$ cat config.mk
export PLATFORM = sky130hd
export DESIGN_NAME = prekey_window_ctrl
export DESIGN_NICKNAME = d
export VERILOG_FILES = /design/src/rtl/prekey_window_ctrl.sv
export SDC_FILE = /design/constraint.sdc
export NUM_CORES = 1
export LEC_CHECK = 0
export CAP_MARGIN = 20
export CORE_AREA = 5 5 220 222
export CTS_CLUSTER_SIZE = 14
export DETAILED_ROUTE_END_ITERATION = 16
export DIE_AREA = 0 0 225 227
export HOLD_SLACK_MARGIN = 0.08
export PLACE_DENSITY = 0.69
export SYNTH_ARGS = -nofsm -noshare
export SYNTH_HDL_FRONTEND = slang
export SYNTH_SLANG_ARGS = --single-unit
$ cat constraint.sdc
create_clock -name clk -period 10.6 [get_ports clk]
set_input_delay 2.12 -clock clk [delete_from_list [all_inputs] [get_ports clk]]
set_output_delay 2.12 -clock clk [all_outputs]
set_load 0.1 [all_outputs]
$ cat src/rtl/prekey_window_ctrl.sv
// rtl/prekey_window_ctrl.sv - Serpent prekey shift window with padding, word/group handshakes
//
// Holds the last eight prekey words m1 (newest) .. m8 (oldest), loaded from a
// padded user key. The external generator reads taps and word_index, and
// returns w[i] over a valid/ready handshake. Every four accepted words are
// presented as one group to the S-box round-key stage.
//
// Ports:
//   clk, rst        clock, asynchronous active-high reset
//   key_in, key_len user key (right-aligned) and length code (0=128,1=192,2/3=256)
//   load            start/restart a schedule from key_in/key_len
//   gen_taps        {w[i-8], w[i-5], w[i-3], w[i-1]} = {m8, m5, m3, m1}
//   word_index      index i of the next word to generate
//   word_in/valid   generated word and its valid
//   word_ready      window accepts word_in this cycle
//   group_out       {m1, m2, m3, m4}
//   group_valid     group_out holds a complete group
//   group_ready     consumer takes group_out
//   group_index     index of the current group
//   busy, done      schedule running / all groups delivered
module prekey_window_ctrl #(
  parameter int WORD_W    = 32,
  parameter int NUM_WORDS = 132,
  parameter int IDX_W     = 8
) (
  input  logic                  clk,
  input  logic                  rst,
  input  logic [8*WORD_W-1:0]   key_in,
  input  logic [1:0]            key_len,
  input  logic                  load,
  output logic [4*WORD_W-1:0]   gen_taps,
  output logic [IDX_W-1:0]      word_index,
  input  logic [WORD_W-1:0]     word_in,
  input  logic                  word_valid,
  output logic                  word_ready,
  output logic [4*WORD_W-1:0]   group_out,
  output logic                  group_valid,
  input  logic                  group_ready,
  output logic [5:0]            group_index,
  output logic                  busy,
  output logic                  done
);

  typedef enum logic [1:0] {IDLE, RUN, DONE} state_t;

  localparam logic [IDX_W-1:0] NUM_WORDS_I = IDX_W'(NUM_WORDS);
  localparam logic [5:0]       LAST_GROUP  = 6'(NUM_WORDS / 4 - 1);

  state_t            state;
  logic [WORD_W-1:0] win      [1:8];
  logic [WORD_W-1:0] pad_word [0:7];
  logic [3:0]        key_words;
  logic              word_xfer;
  logic              group_xfer;

  // Padding: keep the first key_words words, put a single 1 in bit 0 of the
  // word just past the key, zero everything above it.
  always_comb begin
    case (key_len)
      2'd0:    key_words = 4'd4;
      2'd1:    key_words = 4'd6;
      default: key_words = 4'd8;
    endcase
    for (int w = 0; w < 8; w++) begin
      if (4'(w) < key_words)
        pad_word[w] = key_in[w*WORD_W +: WORD_W];
      else if (4'(w) == key_words)
        pad_word[w] = WORD_W'(1);
      else
        pad_word[w] = '0;
    end
  end

  // A pending group that is not being taken blocks new words, so the group
  // registers m1..m4 are never overwritten before they are consumed.
  assign word_ready = (state == RUN) && (word_index < NUM_WORDS_I) &&
                      !(group_valid && !group_ready);
  assign word_xfer  = word_valid && word_ready;
  assign group_xfer = group_valid && group_ready;

  assign gen_taps  = {win[8], win[5], win[3], win[1]};
  assign group_out = {win[1], win[2], win[3], win[4]};
  assign busy      = (state == RUN);
  assign done      = (state == DONE);

  always_ff @(posedge clk or posedge rst) begin
    if (rst) begin
      state       <= IDLE;
      word_index  <= '0;
      group_index <= '0;
      group_valid <= 1'b0;
      for (int k = 1; k <= 8; k++) win[k] <= '0;
    end else if (load) begin
      // Load overrides any word or group transfer in the same cycle.
      state       <= RUN;
      word_index  <= '0;
      group_index <= '0;
      group_valid <= 1'b0;
      for (int k = 1; k <= 8; k++) win[k] <= pad_word[8-k];
    end else begin
      if (word_xfer) begin
        win[1] <= word_in;
        for (int k = 2; k <= 8; k++) win[k] <= win[k-1];
        word_index <= word_index + IDX_W'(1);
      end

      if (group_xfer) begin
        group_index <= group_index + 6'd1;
        if (group_index == LAST_GROUP)
          state <= DONE;
      end

      // The fourth word of a group sets valid; this cannot collide with a
      // held group because such a group would have blocked word_ready.
      if (word_xfer && (word_index[1:0] == 2'b11))
        group_valid <= 1'b1;
      else if (group_xfer)
        group_valid <= 1'b0;
    end
  end

endmodule
# ---- After elaboration in Yosys (flattened, before gate mapping)
# Cells that the tools add are included.
dict set report word_totals {
  register_bits 273
  input_bits 295
  word_cells 79
}
dict set report op_classes {
  n_addsub 2
  n_lt_le_gt_ge 9
  n_eq_ne 12
  muxes 29
  reduce_logical 15
}
# op n
set ops {}
lappend ops {{$mux W256} 2}
lappend ops {{$mux W32} 8}
lappend ops {{$eq A3 B4 Y1 const A} 4}
lappend ops {{$lt A3 B4 Y1 const A} 4}
lappend ops {{$mux W8} 2}
lappend ops {{$mux W6} 2}
lappend ops {{$mux W1} 11}
lappend ops {{$add A8 B1 Y8 const B} 1}
lappend ops {{$eq A2 B4 Y1 const A} 2}
lappend ops {{$lt A1 B4 Y1 const A} 2}
lappend ops {{$lt A2 B4 Y1 const A} 2}
lappend ops {{$lt A8 B8 Y1 const B} 1}
lappend ops {{$pmux W4 S2} 1}
lappend ops {{$add A6 B1 Y6 const B} 1}
lappend ops {{$eq A6 B6 Y1 const B} 1}
lappend ops {{$logic_and A1 B1 Y1} 6}
lappend ops {{$mux W2} 3}
lappend ops {{$reduce_bool A2 Y1} 3}
lappend ops {{$eq A1 B4 Y1 const A} 1}
lappend ops {{$eq A2 B1 Y1 const B} 2}
lappend ops {{$eq A2 B2 Y1 const B} 2}
lappend ops {{$logic_not A4 Y1} 1}
lappend ops {{$reduce_bool A3 Y1} 1}
lappend ops {{$logic_not A1 Y1} 2}
lappend ops {{other kinds (2)} 2}

# ---- Logic depth before layout (Yosys ltp)
# Gate-level depths: netlist of run 1.
dict set report logic_depth {
  ltp_word 8
  depth_mapped 7
}

# ---- Worst setup path after synthesis of run 1
# No wires, ideal clock.
dict set report synth_path {
  path_kind {in2out}
  startpoint {in group_ready}
  endpoint {out word_ready}
  arrival_time_ns 3.085
  slack_ns 5.395
  path_stages 5
  n_path_buf 2
  cell_sequence {nand2b_1 > nand4_4 > inv_2 > buf_6 > buf_4}
}
dict set report synth_between {
  elab_chain_len 4
}
# element line
set synth_rtl {}
lappend synth_rtl {{start, declared} 38} ;# input logic group_ready,
lappend synth_rtl {{$logic_not A1 Y1} 77} ;# !(group_valid && !group_ready);
lappend synth_rtl {{$logic_and A1 B1 Y1} 77}
lappend synth_rtl {{$logic_not A1 Y1} 77}
lappend synth_rtl {{$logic_and A1 B1 Y1} 76} ;# assign word_ready = (state == RUN) && (word_index < NUM_WORDS_I) &&
lappend synth_rtl {{end, declared} 35} ;# output logic word_ready,
# No other way between the ends.

# ---- Final worst setup path of run 1
# Same ends and word-level chain as after synthesis.

==> impl_results.md, run 1 <==
- Io pins: 569
- Vias in the first global route: 14000
- Share of the synthesized area in the top cell type: 42.2%
- Compound-gate portion of the synthesized area: 25.4%
- Max transition margin: 28.7%
- Global-route wire length before repair: 85500 um
- Area after DPL: 20100 sq um
- Minimum clock period: 6.84 ns
- Synth Register Bits: 273
- Top-count cell post-synth: buf_4
- Inserted Clock Buffers: 34
- Syn nets: 2046
- Fill count: 4348
- Async set-reset flop share out of synthesis: 100%
- Core area: 46200 sq um
- Critical setup path kind: in -> out
- Reg2reg setup slack: 7.24 ns
- MaxCap Viol Count: 0
- HP Start: win[80]
- Largest family of logic cells by synthesized area: compound AO/OA/AOI/OAI gates
- Fin area: 21300 sq um
- Final worst path period share: 64.5%
- Worst VDD drop: 0.000132 V
- Reg-to-reg startpoint: state[0]
- Startpoint Class: input pin
- Initial antenna violation count: 3
- PwrDens: 182 nW/um^2
- Yosys warnings: 0
- Post-synthesis sequential area ratio: 42.2%
- RSZ-0062 raised after global routing: false
- Critical Path Fanout Max: 120
- CTS root buf: clkbuf_16
- Avg WL per Cell: 22.1 um
- WHS Path Cells: 1
- XOR/XNOR share of the synthesized area: 0.271%
- Synthesized area: 16200 sq um
- Worst Reg-to-Reg Cells: 7
- Synth cell types: 40
- TritonRoute pass-1 iters: 5
- Largest net degree at the start of global routing: 143
- Req. time, crit path: 8.48 ns
- Sink of the worst hold path: win[48]
- Synth cell count leaders: buf_4 (278), dfrtp_1 (273), and2_1 (155)
- EDFF count, synth: 0
- Post-CTS resize count: 0
- Layout cells sized above 1: 4.24%
- Clock sinks: 273
- Worst Max-Slew Pin Slew: 1.07 ns
- Die Span Y: 227 um
- Finished Core Util: 46.2%
- Fin nets: 2254
- Post-synthesis adder-cell area fraction: 0.232%
- Tot Pwr: 3.88 mW
- Post-CTS Setup Bufs: 0
- Area grow syn2layout: 31.7%
- Die W: 225 um
- GRT Total Usage: 21.1%
- Initial core utilization: 35.1%
- Final ANT Viol Nets: 0
- Leak pwr: 9.07 nW
- GPL Wtd Cong: 0.897
- Final Slew Violations: 0
- Die area: 51100 sq um
- Data arrival time of the worst path: 4.72 ns
- Hold Path Class: reg -> reg
- Final setup viols: 0
- H-tree depth: 2
- Worst-Skew Late Latency: 0.53 ns
- Synth area leaders: dfrtp_1 (42%), buf_4 (13%), and2_1 (6.0%), nand2b_1 (5.0%), a211o_1 (4.9%)
- Hold Vio Cnt, Final: 0
- Mux cell area share after synthesis: 0.0618%
- CTS Hold Bufs: 0
- Worst Skew: 0.00978 ns
- CTS tree: done
- Ys flop type: dfrtp_1
- Drt drc: 0
- Buffers added on ports: 568
- Synth Area in Simple Gates: 13.7%
- Grt ovf: 0
- DRT iter0 DRCs: 1259
- WL final: 57300 um
- Vias/cell: 5.36
- Row count: 79
- Syn Area/Cell: 9.26 sq um
- HPWL after DPL: 39100 um
- Setup tns final: 0 ns
- Routed vias: 13900
- Syn Inst Count: 1748
- Run status: finished, final reports clean
- RR Endpoint: gen_taps[113]
- Fmax: 0.146 GHz
- Endpoint type of the worst setup path: primary output
- Worst-path clk slew: 0.06 ns
- Area leader, netlist: dfrtp_1
- Clock Path Buffers: 3
==> stage by stage <==
| stage | instances | setup WS, ns | hold slack, ns |
|---|---|---|---|
| floorplan | 1748 | 0.956 | 0.460 |
| global placement | 2527 | 3.72 | 0.464 |
| detailed placement | 2527 | 3.73 | 0.473 |
| CTS | 2589 | 3.73 | 0.485 |
| global route | 2592 | 3.64 | 0.494 |
| finish | 2593 | 3.76 | 0.485 |
==> cells in the final DEF, fill, tap and decap left out, types with 6 or more instances in the layout <==
master           netlist  routed
clkbuf_1             102       8
a31oi_1              127     127
nand4_1                6       6
clkdlybuf4s50_1        0     565
clkbuf_16              0      37
a21oi_1              138     138
nand2_1               68      68
and2_1               155     155
a221o_1               37      37
buf_4                278      19
o22a_1                63      63
inv_1                 70      68
nand2b_1             130     130
dfrtp_1              273     273
clkbuf_8               0      12
nor2_1                 7       7
o21ai_0               68      68
a211o_1               91      91
a22oi_1               63      63
==> state kept, by name, indices dropped and copies added (netlist names) <==
name         flops
win             64
group_index      6
gen_taps       128
group_out       64
word_index       8
group_valid      1
state            2
==> worst max-delay path by stage <==
stage	start	endpoint	depth (start not counted)
after floorplan	rst	gen_taps[0]	1
after global placement	group_ready	word_ready	5
after detailed placement	group_ready	word_ready	5
after CTS	group_ready	word_ready	5
after global routing	group_ready	word_ready	5
final	group_ready	word_ready	5
==> cells by family after synthesis <==
group | Yosys count
buffers and inverters | 486
multiplexers | 1
adder cells (fa/ha/maj) | 3
flip-flops | 273
AND/OR/NAND/NOR | 382
AO/OA/AOI/OAI | 598
XOR/XNOR | 5
==> report_power, final <==
group / internal, mW / switching (mW) / leakage [nW]
clock network: 0.738 / 0.465 / 0.571
logic: 0.391 / 1.02 / 5.16
registers: 1.15 / 0.116 / 3.34
==> metal layers <==
metal / up-vias / part of all wire (%) / GRT usage (%)
met1: 6848 / 42 / 28.6
met2: 646 / 47 / 33.7
met5: - / 0 / 0
li1: 6319 / - / -
met3: 97 / 7.6 / 4.59
met4: 0 / 3.0 / 7.15
==> final cells by class <==
class                      instances  area (sq um)  share of cell area, %
sequential                       273          6830                   32.0
clock inverter                     6          60.1                  0.282
tap                              607           759                   3.56
inverter                          71           282                   1.32
clock buffer                      56          1110                   5.19
multi-input combinational        989          6430                   30.2
timing repair buffer             587          5830                   27.4
antenna                            4          10.0                 0.0470
==> worst max-delay path, stage by stage <==
cell             delay (ns)
clkdlybuf4s50_1        0.47
nand2b_1               0.17
nand4_4                0.14
inv_8                  0.55
clkdlybuf4s50_1        1.27
No activity file was read; power rests on OpenSTA's default activity.
==> inputs of run 2 (changes only) <==
clock period = 6.8 ns   (was 10.6 ns; I/O delays follow)
==> impl_results.md, run 2 (synthesized netlist as in run 1, its figures left out) <==
- Initial antenna violation count: 6
- Setup tns final: 0 ns
- PwrDens: 283 nW/um^2
- HPWL after DPL: 37200 um
- Area grow syn2layout: 31.9%
- Die W: 225 um
- Final worst path period share: 62.0%
- MaxCap Viol Count: 0
- Fin nets: 2249
- Switching portion of total power: 41.3%
- Worst-path clk slew: 0.06 ns
- CTS root buf: clkbuf_16
- Switching power total: 2.50 mW
- TritonRoute pass-1 iters: 5
- Hold Vio Cnt, Final: 0
- Req. time, crit path: 5.44 ns
- Die area: 51100 sq um
- WL final: 56100 um
- Clock sinks: 273
- CTS tree: done
- Layout cells sized above 1: 4.00%
- Most common cell after layout, fill and taps aside: clkdlybuf4s50_1
- Internal: 3.55 mW
- Final Slew Violations: 0
- Startpoint Class: input pin
- Inserted Clock Buffers: 35
- Flop pwr share: 32.5%
- Data arrival time of the worst path: 2.86 ns
- Clock Path Buffers: 3
- Largest net degree at the start of global routing: 221
- Buffers added on ports: 568
- Final setup viols: 0
- Critical setup path kind: in -> out
- H-tree depth: 2
- Most frequent cells in the layout: clkdlybuf4s50_1 (564), dfrtp_1 (273), and2_1 (155), a21oi_1 (138), nand2b_1 (130)
- Worst VDD drop: 0.000190 V
- Max reg flops: 128
- Worst Max-Slew Pin Slew: 1.13 ns
- Hold Slack: 0.486 ns
- Drt drc: 0
- Grt ovf: 0
- Endpoint type of the worst setup path: primary output
- Io pins: 569
- Post-CTS Setup Bufs: 0
- Post-CTS resize count: 0
- Minimum clock period: 4.22 ns
- Finished Core Util: 46.2%
- Avg WL per Cell: 21.7 um
- Run status: finished, final reports clean
- Core area: 46200 sq um
- Final ANT Viol Nets: 0
- Leak pwr: 9.07 nW
- GPL Wtd Cong: 0.874
- Fmax: 0.237 GHz
- Initial core utilization: 35.1%
- Place WS: 2.55 ns
- Worst Skew: 0.00944 ns
- Die Span Y: 227 um
- Critical Path Fanout Max: 76
- DRT iter0 DRCs: 1383
- Clock share of power: 31.0%
- Vias in the first global route: 13900
- Global-route wire length before repair: 84600 um
- Routed vias: 13700
- Max transition margin: 24.3%
- GRT Total Usage: 20.8%
- CTS Hold Bufs: 0
- RSZ-0062 raised after global routing: false
- Combinational fraction of design power: 36.5%
- Row count: 79
- Worst-Skew Late Latency: 0.53 ns
- Setup WS post-layout: 2.58 ns
- Vias/cell: 5.30
- Hold Path Class: reg -> reg
## run 2: cell count changes in the layout (fill, tap and decap cells not counted), moves of 4 or more
cell	change
buf_4	-12
buf_12	+6
clkbuf_8	-4
clkinv_2	+4
## run 2: worst paths after layout
path | startpoint | endpoint | slack [ns] | cells past startpoint
setup / recovery | group_ready | word_ready | 2.58 | 5
hold / removal | win[82] | win[50] | 0.49 | 1
setup reg to reg | word_index[4] | group_out[19] | 3.84 | 6
hold reg to reg | win[82] | win[50] | 0.49 | 1
max in group asynchronous | rst | gen_taps[19] | 4.65 | 3
min in group asynchronous | rst | gen_taps[110] | 1.35 | 3
## run 2: metrics by stage
stage	instances	cell area, sq um	total power, mW
CTS	2580	21300	6.11
global route	2587	21300	6.27
global placement	2519	20100	4.18
floorplan	1748	16200	3.77
finish	2587	21300	6.05
detailed placement	2519	20100	4.20
## run 2: cell type report
class | count | area (sq um)
Tap cell | 607 | 759
Multi-Input combinational cell | 989 | 6430
Sequential cell | 273 | 6830
Fill cell | 4380 | 24800
Clock buffer | 51 | 1050
Antenna cell | 5 | 12.5
Inverter | 71 | 278
Timing Repair Buffer | 581 | 5880
Clock inverter | 10 | 104
## run 2: worst max-delay path, stage by stage
cell,delay [ns]
clkdlybuf4s50_1,0.47
nand2b_1,0.16
nand4_4,0.13
inv_8,0.34
buf_4,0.38
## run 2: metal layers
metal  GRT usage [%]  vias to the layer above  wire [um]
li1                -                     6320          -
met1            28.4                     6706      23700
met2            32.1                      600      26200
met3            5.35                       95       4290
met4            7.42                        0       1870
met5               0                        -          0
## run 2: power by group through the flow
stage,Sequential [mW],Combinational [mW],Clock [mW]
after floorplan,1.92,1.85,0
after global placement,1.99,2.19,0
after detailed placement,1.99,2.21,0
after CTS,1.97,2.21,1.93
after global routing,1.99,2.29,1.99
final,1.96,2.21,1.87
==> inputs of run 3 (changes only) <==
CORE_AREA = 5 5 221 223   (was 5 5 220 222)
DIE_AREA = 0 0 226 228   (was 0 0 225 227)
PLACE_DENSITY = 0.71   (was 0.69)
clock period = 3.4 ns   (was 6.8 ns; I/O delays follow)
==> impl_results.md, run 3 (synthesized netlist as in run 1, its figures left out) <==
- Worst-Skew Late Latency: 0.52 ns
- Setup WS post-layout: 0.679 ns
- Reg2reg setup slack: 1.15 ns
- HPWL after DPL: 40000 um
- DRT iter0 DRCs: 1406
- Flop pwr share: 32.8%
- CP max stage cell: clkdlybuf4s50_1
- Global-route wire length before repair: 86300 um
- Row count: 79
- Area grow syn2layout: 29.6%
- MaxCap Viol Count: 0
- Bufs and invs on worst path: 1
- Internal: 7.05 mW
- Core area: 46400 sq um
- Clock sinks: 273
- WHS Path Cells: 1
- Worst VDD drop: 0.000364 V
- Worst Reg-to-Reg Cells: 7
- GRT Total Usage: 20.9%
- Worst-path clk slew: 0.06 ns
- GPL Wtd Cong: 0.918
- Avg WL per Cell: 21.7 um
- Die W: 226 um
- Reg-to-reg startpoint: word_index[4]
- DP Cell Count: 2547
- Max transition margin: 34.5%
- Clock Path Buffers: 3
- Largest net degree at the start of global routing: 174
- Hold Path Class: reg -> reg
- Vias in the first global route: 14200
- Most common cell after layout, fill and taps aside: clkdlybuf4s50_1
- Leak pwr: 9.53 nW
- Inserted Clock Buffers: 34
- Switching power total: 4.99 mW
- Critical setup path kind: reg -> out
- Max stage delay on crit path: 1.15 ns
- PwrDens: 574 nW/um^2
- Critical Path Fanout Max: 2
- Buffers added on ports: 568
- Fin nets: 2274
- Run status: finished, final reports clean
- Switching portion of total power: 41.5%
- Initial antenna violation count: 3
- CP delay by family, top: buffers and inverters
- Final worst path period share: 80.0%
- WL final: 56400 um
- Final ANT Viol Nets: 0
- Sink of the worst hold path: win[63]
- Final cell count without fillers: 2606
- Layout cells sized above 1: 18.4%
- Max reg flops: 128
- Io pins: 569
- Endpoint type of the worst setup path: primary output
- Die Span Y: 228 um
- Minimum clock period: 2.72 ns
- CTS tree: done
- H-tree depth: 2
- Worst Max-Slew Pin Slew: 0.979 ns
- Post-CTS Setup Bufs: 0
- Data arrival time of the worst path: 2.04 ns
- TritonRoute pass-1 iters: 6
- Routed vias: 14000
- Clock share of power: 31.2%
- Hold Vio Cnt, Final: 0
- Vias/cell: 5.36
- Grt ovf: 0
- Req. time, crit path: 2.72 ns
- RSZ-0062 raised after global routing: false
- Hold Slack: 0.481 ns
- Drt drc: 0
- Cell Chain, Critical Path: clkdlybuf4s50_1
- HP Start: win[95]
- Final Slew Violations: 0
- Setup tns final: 0 ns
- Initial core utilization: 34.9%
- Die area: 51500 sq um
- Final setup viols: 0
- RR Endpoint: gen_taps[125]
- Place WS: 0.692 ns
- Combinational fraction of design power: 36.0%
- Post-CTS resize count: 0
- Startpoint Class: flip-flop
- Worst Skew: 0.0210 ns
- Most frequent cells in the layout: clkdlybuf4s50_1 (302), buf_4 (288), dfrtp_1 (273), and2_1 (155), a21oi_1 (138)
- CTS root buf: clkbuf_16
- CTS Hold Bufs: 0
- Fmax: 0.368 GHz
[run 3: through the flow]
| stage | util, % | power, mW | area (sq um) |
|---|---|---|---|
| global placement | 42.7 | 8.31 | 19800 |
| global route | 45.2 | 12.5 | 21000 |
| detailed placement | 42.7 | 8.35 | 19800 |
| CTS | 45.2 | 12.2 | 21000 |
| finish | 45.2 | 12.0 | 21000 |
| floorplan | - | 7.53 | 16200 |
[run 3: how the worst max path moves through the flow]
stage	cells after the start	from	end	slack, ns
6_report	1	gen_taps[104]	gen_taps[104]	0.68
4_1_cts	1	gen_taps[104]	gen_taps[104]	0.63
3_5_place_dp	8	group_ready	gen_taps[119]	0.69
5_1_grt	4	word_index[4]	word_ready	0.62
3_3_place_gp	8	group_ready	gen_taps[114]	0.70
2_1_floorplan	1	rst	gen_taps[0]	-0.89
[run 3: metal layers]
metal | part of all wire, % | global-route usage [%] | routed length, um | up-vias
met1 | 42 | 28.4 | 23800 | 6864
met4 | 3.0 | 6.90 | 1670 | 2
met5 | 0.012 | 0 | 7 | -
met2 | 48 | 33.5 | 27000 | 639
met3 | 7.0 | 3.93 | 3970 | 90
li1 | - | - | - | 6375
[run 3: power groups by stage]
stage	registers [mW]	logic [mW]	clock network, mW
after CTS	3.96	4.35	3.85
final	3.96	4.33	3.76
after global routing	4.00	4.49	3.98
after global placement	4.00	4.31	0
after detailed placement	4.01	4.34	0
after floorplan	3.84	3.70	0
[run 3: final cells by class]
cell class | instances | area (sq um)
repair buffers | 607 | 5500
clock buffers | 52 | 1080
clock inverters | 6 | 82.6
multi-input cells | 989 | 6440
inverters | 71 | 278
fillers | 4389 | 25400
well taps | 607 | 759
diodes | 1 | 2.50
flip-flops and latches | 273 | 6830
